--- config.mk ---
export PLATFORM = sky130hd
export DESIGN_NAME = pc_fetch_ctrl
export DESIGN_NICKNAME = d
export VERILOG_FILES = /design/src/rtl/pc_fetch_ctrl.sv
export SDC_FILE = /design/constraint.sdc
export NUM_CORES = 1
export LEC_CHECK = 0
export ABC_AREA = 1
export BUFFER_PORTS_ARGS = -buffer_cell sky130_fd_sc_hd__buf_4
export CAP_MARGIN = 20
export CELL_PAD_IN_SITES_DETAIL_PLACEMENT = 1
export CELL_PAD_IN_SITES_GLOBAL_PLACEMENT = 2
export CORE_AREA = 2 2 195 197
export CTS_BUF_LIST = sky130_fd_sc_hd__clkbuf_16
export DETAILED_ROUTE_END_ITERATION = 16
export DIE_AREA = 0 0 197 199
export GPL_ROUTABILITY_DRIVEN = 0
export GPL_TIMING_DRIVEN = 0
export PLACE_DENSITY_LB_ADDON = 0.1
export SKIP_CTS_REPAIR_TIMING = 1
export SYNTH_ARGS = -nofsm -noshare
export SYNTH_HDL_FRONTEND = slang
export SYNTH_SLANG_ARGS = --single-unit
--- constraint.sdc ---
create_clock -name clk -period 2.1 [get_ports clk]
set_input_delay 0.315 -clock clk [delete_from_list [all_inputs] [get_ports clk]]
set_output_delay 0.315 -clock clk [all_outputs]
set_load 0.01 [all_outputs]
--- src/rtl/pc_fetch_ctrl.sv ---
// PC holder and instruction-fetch controller: issues one fetch per instruction,
// latches the returned word for decode, and selects the next PC on commit.
module pc_fetch_ctrl #(
    parameter int unsigned         XLEN     = 32,
    parameter logic [XLEN-1:0]     RESET_PC = XLEN'(32'h8000_0000)
) (
    input  logic            clk,
    input  logic            rst,
    input  logic [1:0]      pc_src,
    input  logic [XLEN-1:0] imm,
    input  logic [XLEN-1:0] rs1,
    input  logic [XLEN-1:0] csr_pc,
    input  logic            commit,
    output logic [XLEN-1:0] pc,
    output logic            imem_req_valid,
    output logic [XLEN-1:0] imem_req_addr,
    input  logic            imem_req_ready,
    input  logic            imem_rsp_valid,
    input  logic [31:0]     imem_rsp_data,
    output logic            imem_rsp_ready,
    output logic [31:0]     inst,
    output logic            inst_valid,
    output logic            misalign
);

    localparam logic [31:0] NOP = 32'h0000_0013;

    typedef enum logic [1:0] {
        S_REQ  = 2'b00,
        S_WAIT = 2'b01,
        S_EXEC = 2'b10,
        S_HALT = 2'b11
    } state_t;

    state_t          state_q, state_d;
    logic [XLEN-1:0] pc_q, pc_d;
    logic [31:0]     inst_q, inst_d;
    logic            inst_valid_q, inst_valid_d;
    logic            misalign_q, misalign_d;

    logic [XLEN-1:0] rs1_sum;
    logic [XLEN-1:0] next_pc;

    // Target selection; all sums wrap modulo 2^XLEN.
    always_comb begin
        rs1_sum = rs1 + imm;
        next_pc = pc_q + XLEN'(4);
        case (pc_src)
            2'b00:   next_pc = pc_q + XLEN'(4);
            2'b01:   next_pc = pc_q + imm;
            2'b10:   next_pc = {rs1_sum[XLEN-1:1], 1'b0};
            default: next_pc = csr_pc;
        endcase
    end

    always_comb begin
        state_d      = state_q;
        pc_d         = pc_q;
        inst_d       = inst_q;
        inst_valid_d = inst_valid_q;
        misalign_d   = misalign_q;

        unique case (state_q)
            S_REQ: begin
                if (imem_req_ready) begin
                    state_d = S_WAIT;
                end
            end
            S_WAIT: begin
                if (imem_rsp_valid) begin
                    inst_d       = imem_rsp_data;
                    inst_valid_d = 1'b1;
                    state_d      = S_EXEC;
                end
            end
            S_EXEC: begin
                if (commit) begin
                    inst_valid_d = 1'b0;
                    if (next_pc[1:0] == 2'b00) begin
                        pc_d    = next_pc;
                        state_d = S_REQ;
                    end else begin
                        misalign_d = 1'b1;
                        state_d    = S_HALT;
                    end
                end
            end
            default: begin
                inst_valid_d = 1'b0;
            end
        endcase
    end

    always_ff @(posedge clk or posedge rst) begin
        if (rst) begin
            state_q      <= S_REQ;
            pc_q         <= RESET_PC;
            inst_q       <= NOP;
            inst_valid_q <= 1'b0;
            misalign_q   <= 1'b0;
        end else begin
            state_q      <= state_d;
            pc_q         <= pc_d;
            inst_q       <= inst_d;
            inst_valid_q <= inst_valid_d;
            misalign_q   <= misalign_d;
        end
    end

    always_comb begin
        pc             = pc_q;
        imem_req_addr  = pc_q;
        imem_req_valid = (state_q == S_REQ);
        imem_rsp_ready = (state_q == S_WAIT);
        inst           = inst_q;
        inst_valid     = inst_valid_q;
        misalign       = misalign_q;
    end

endmodule

==> flow_summary.yaml <==
timing:
  setup_violations: 27
  rsz0062_at_grt: "yes"
  whs_ns: 0.207
  layout_setup_ws_ns: -0.130
  hold_viol: 0
  slew_violations: 0
  min_period_ns: 2.23
  tightest_slew_ns: 0.877
  fin_worst_skew_ns: 0.00721
  slew_headroom: 0.415
  timing.final.crit_share: 1.06
  max_freq_ghz: 0.448
yosys:
  synth_area_per_cell_sq_um: 5.66
  ys_types: 42
  synthFlopType: "dfrtp_1"
  ys_seq_area_frac: 0.186
  syn-cell-area_sq_um: 9170
  synth_cells: 1621
  ys_ff_latch: 68
  synth_nets: 1824
  async_flop_share: 1.00
  synth_enable_flop_cells: 0
  ys.warnings.count: 0
critical_path:
  endpoint_kind: "flop"
  arrival_ns: 2.51
  r2r_start: "imem_req_addr[0]$_DFFE_PP0P_"
  r2r_cells: 13
  crit_fanout: 9
  rrSetupSlack_ns: -0.13
  crit_required_ns: 2.38
  startpoint: "imem_req_addr[0]$_DFFE_PP0P_"
  worstSetupEndpoint: "imem_req_addr[30]$_DFFE_PP0P_"
  startpoint_type: "flop"
  critPathKind: "flop to flop"
  r2r_end: "imem_req_addr[30]$_DFFE_PP0P_"
detailed_routing:
  drtPass1Iterations: 4
  via_per_inst: 4.60
  detailroute.via_count: 10900
  first_iter_violations: 458
  drt-total-wl_um: 43500
  drtAntennaViolNets: 0
  wl_per_cell_um: 18.3
  drc: 0
place:
  hpwl_um: 37100
  place_inst: 2330
  portBuffers: 234
  pre_cts_slack_ns: -0.546
finish:
  synthToLayoutAreaGrowth_pct: 38.5
  final_common_cell: "nand2_1"
  final_util: 0.342
  layout_common_cells: "nand2_1, buf_4, inv_1"
  final_layout_size_suffix_gt1_frac: 0.259
  nFillCells: 4923
  nNetsFinal: 2103
  fin_cells: 2377
  antenna_cells: 0
clocking:
  clock_latency_ns: 0.34
  cts_tree: "done"
  cts_buffers: 9
  clkTransAtPathRegs_ns: 0.06
  clock_sinks: 68
  cts_root_buf: "clkbuf_16"
  cts_max_path_buffers: 2
  h-tree-depth: 3
power:
  p_per_area_nw_per_um2: 1080
  switchingPower_w: 0.00667
  p_total_w: 0.0137
  pwr-share-comb: 0.675
  p_int_w: 0.00705
  ir_drop_mv: 0.480
  sequentialPowerShare: 0.226
  pwr-share-clk: 0.099
  power_leakage_nw: 7.05
  swShare: 0.486
grt:
  antenna_found_initial: 0
  grt_first_pass_wirelength_um: 63700
  overflow: 0
  grt_max_degree: 64
  grt_usage: 0.216
  grt_pass1_vias: 10700
die:
  die-area_sq_um: 39200
  core-area_sq_um: 37100
  start_util: 0.247
  fp.dieW_um: 197
  fp-row-count: 71
  ioPinCount: 235
  die_height_um: 199
outcome:
  status: "complete, but fails checks"
  violations: "negative setup slack"
hold_path:
  hp-class: "input pin to flop"
run:
  cap_viol_max_count: 0
==> worst max-delay path, cell delays in order (launching register included) <==
cell and delay [ns]:
dfrtp_1 0.42, ha_4 0.16, inv_2 0.03, fa_2 0.52
o22ai_2 0.08, nor2_2 0.16, nand2_2 0.08, inv_2 0.08
nand3_4 0.10, buf_8 0.18, buf_4 0.14, nor2_1 0.09
nand2_1 0.06, nand2_1 0.05
==> sequential cells by signal, summed over array words and instances (netlist names) <==
| name | flops |
|---|---|
| misalign | 1 |
| inst | 32 |
| imem_req_addr | 32 |
| state_q | 2 |
| inst_valid | 1 |
==> cell families (layout without fill, tap and decap cells) <==
logic type,Yosys count,in the layout,synth area share
buffers and inverters,336,618,0.153
AND/OR/NAND/NOR,983,983,0.444
multiplexers,32,32,0.0393
adder cells (fa/ha/maj),68,68,0.0944
flip-flops,68,68,0.186
AO/OA/AOI/OAI,127,127,0.0763
XOR/XNOR,7,7,0.00669
==> layer usage <==
layer / track usage / wire length, um / vias to the layer above
li1: - / - / 5578
met1: 0.289 / 20500 / 5164
met2: 0.389 / 21500 / 161
met3: 0.0231 / 1140 / 20
met4: 0.0189 / 321 / 0
met5: 0 / 0 / -
==> layout make-up <==
cell class	count	area, sq um	area share
Multi-Input combinational cell	1217	6600	0.520
Timing Repair Buffer	268	2070	0.163
Sequential cell	68	1740	0.137
Inverter	283	1070	0.0842
Tap cell	474	593	0.0467
Buffer	53	380	0.0300
Clock buffer	9	225	0.0177
Clock inverter	5	23.8	0.00187
==> stage by stage <==
stage	instance area [sq um]	setup TNS, ns
6_report	12700	-2.28
3_3_place_gp	11500	-83.58
5_1_grt	12700	-6.61
4_1_cts	11800	-11.44
2_1_floorplan	9170	0
3_5_place_dp	11500	-10.93
==> Yosys cell counts (5+ instances only) <==
library cell  count  area [sq um]
a21oi_1          62           310
and2_1            5          31.3
buf_4            35           263
clkbuf_1          9          33.8
dfrtp_1          64          1600
ha_1             66           826
inv_1           279          1050
mux2_2           32           360
nand2_1         606          2270
nand2_2           6          37.5
nand3_1         143           716
nand3b_1         11          82.6
nand4_1          14          87.6
nor2_1          166           623
nor3_1           10          50.1
o21ai_0          35           175
o21bai_1          8          60.1
or2_2            12          75.1
==> worst min-delay path by stage <==
stage / cells after the start / from / to / slack, ns
2_1_floorplan: 1 / imem_rsp_data[30] / inst[30]$_DFFE_PP0P_ / 0.47
3_3_place_gp: 1 / misalign$_DFFE_PP0P_ / misalign$_DFFE_PP0P_ / 0.46
3_5_place_dp: 2 / rst / inst[3]$_DFFE_PP0P_ / 0.22
4_1_cts: 2 / rst / inst[7]$_DFFE_PP0P_ / -0.15
5_1_grt: 2 / imem_rsp_data[27] / inst[27]$_DFFE_PP0P_ / 0.20
6_report: 2 / imem_rsp_data[13] / inst[13]$_DFFE_PP0P_ / 0.21
==> power groups by stage <==
stage	registers, W	clock network (W)	logic [W]
2_1_floorplan	0.00290	0	0.00477
3_3_place_gp	0.00306	0	0.00817
3_5_place_dp	0.00309	0	0.00830
4_1_cts	0.00308	0.00138	0.00834
5_1_grt	0.00321	0.00144	0.0103
6_report	0.00310	0.00136	0.00925
Note: power is estimated with default switching activity, not from simulation.
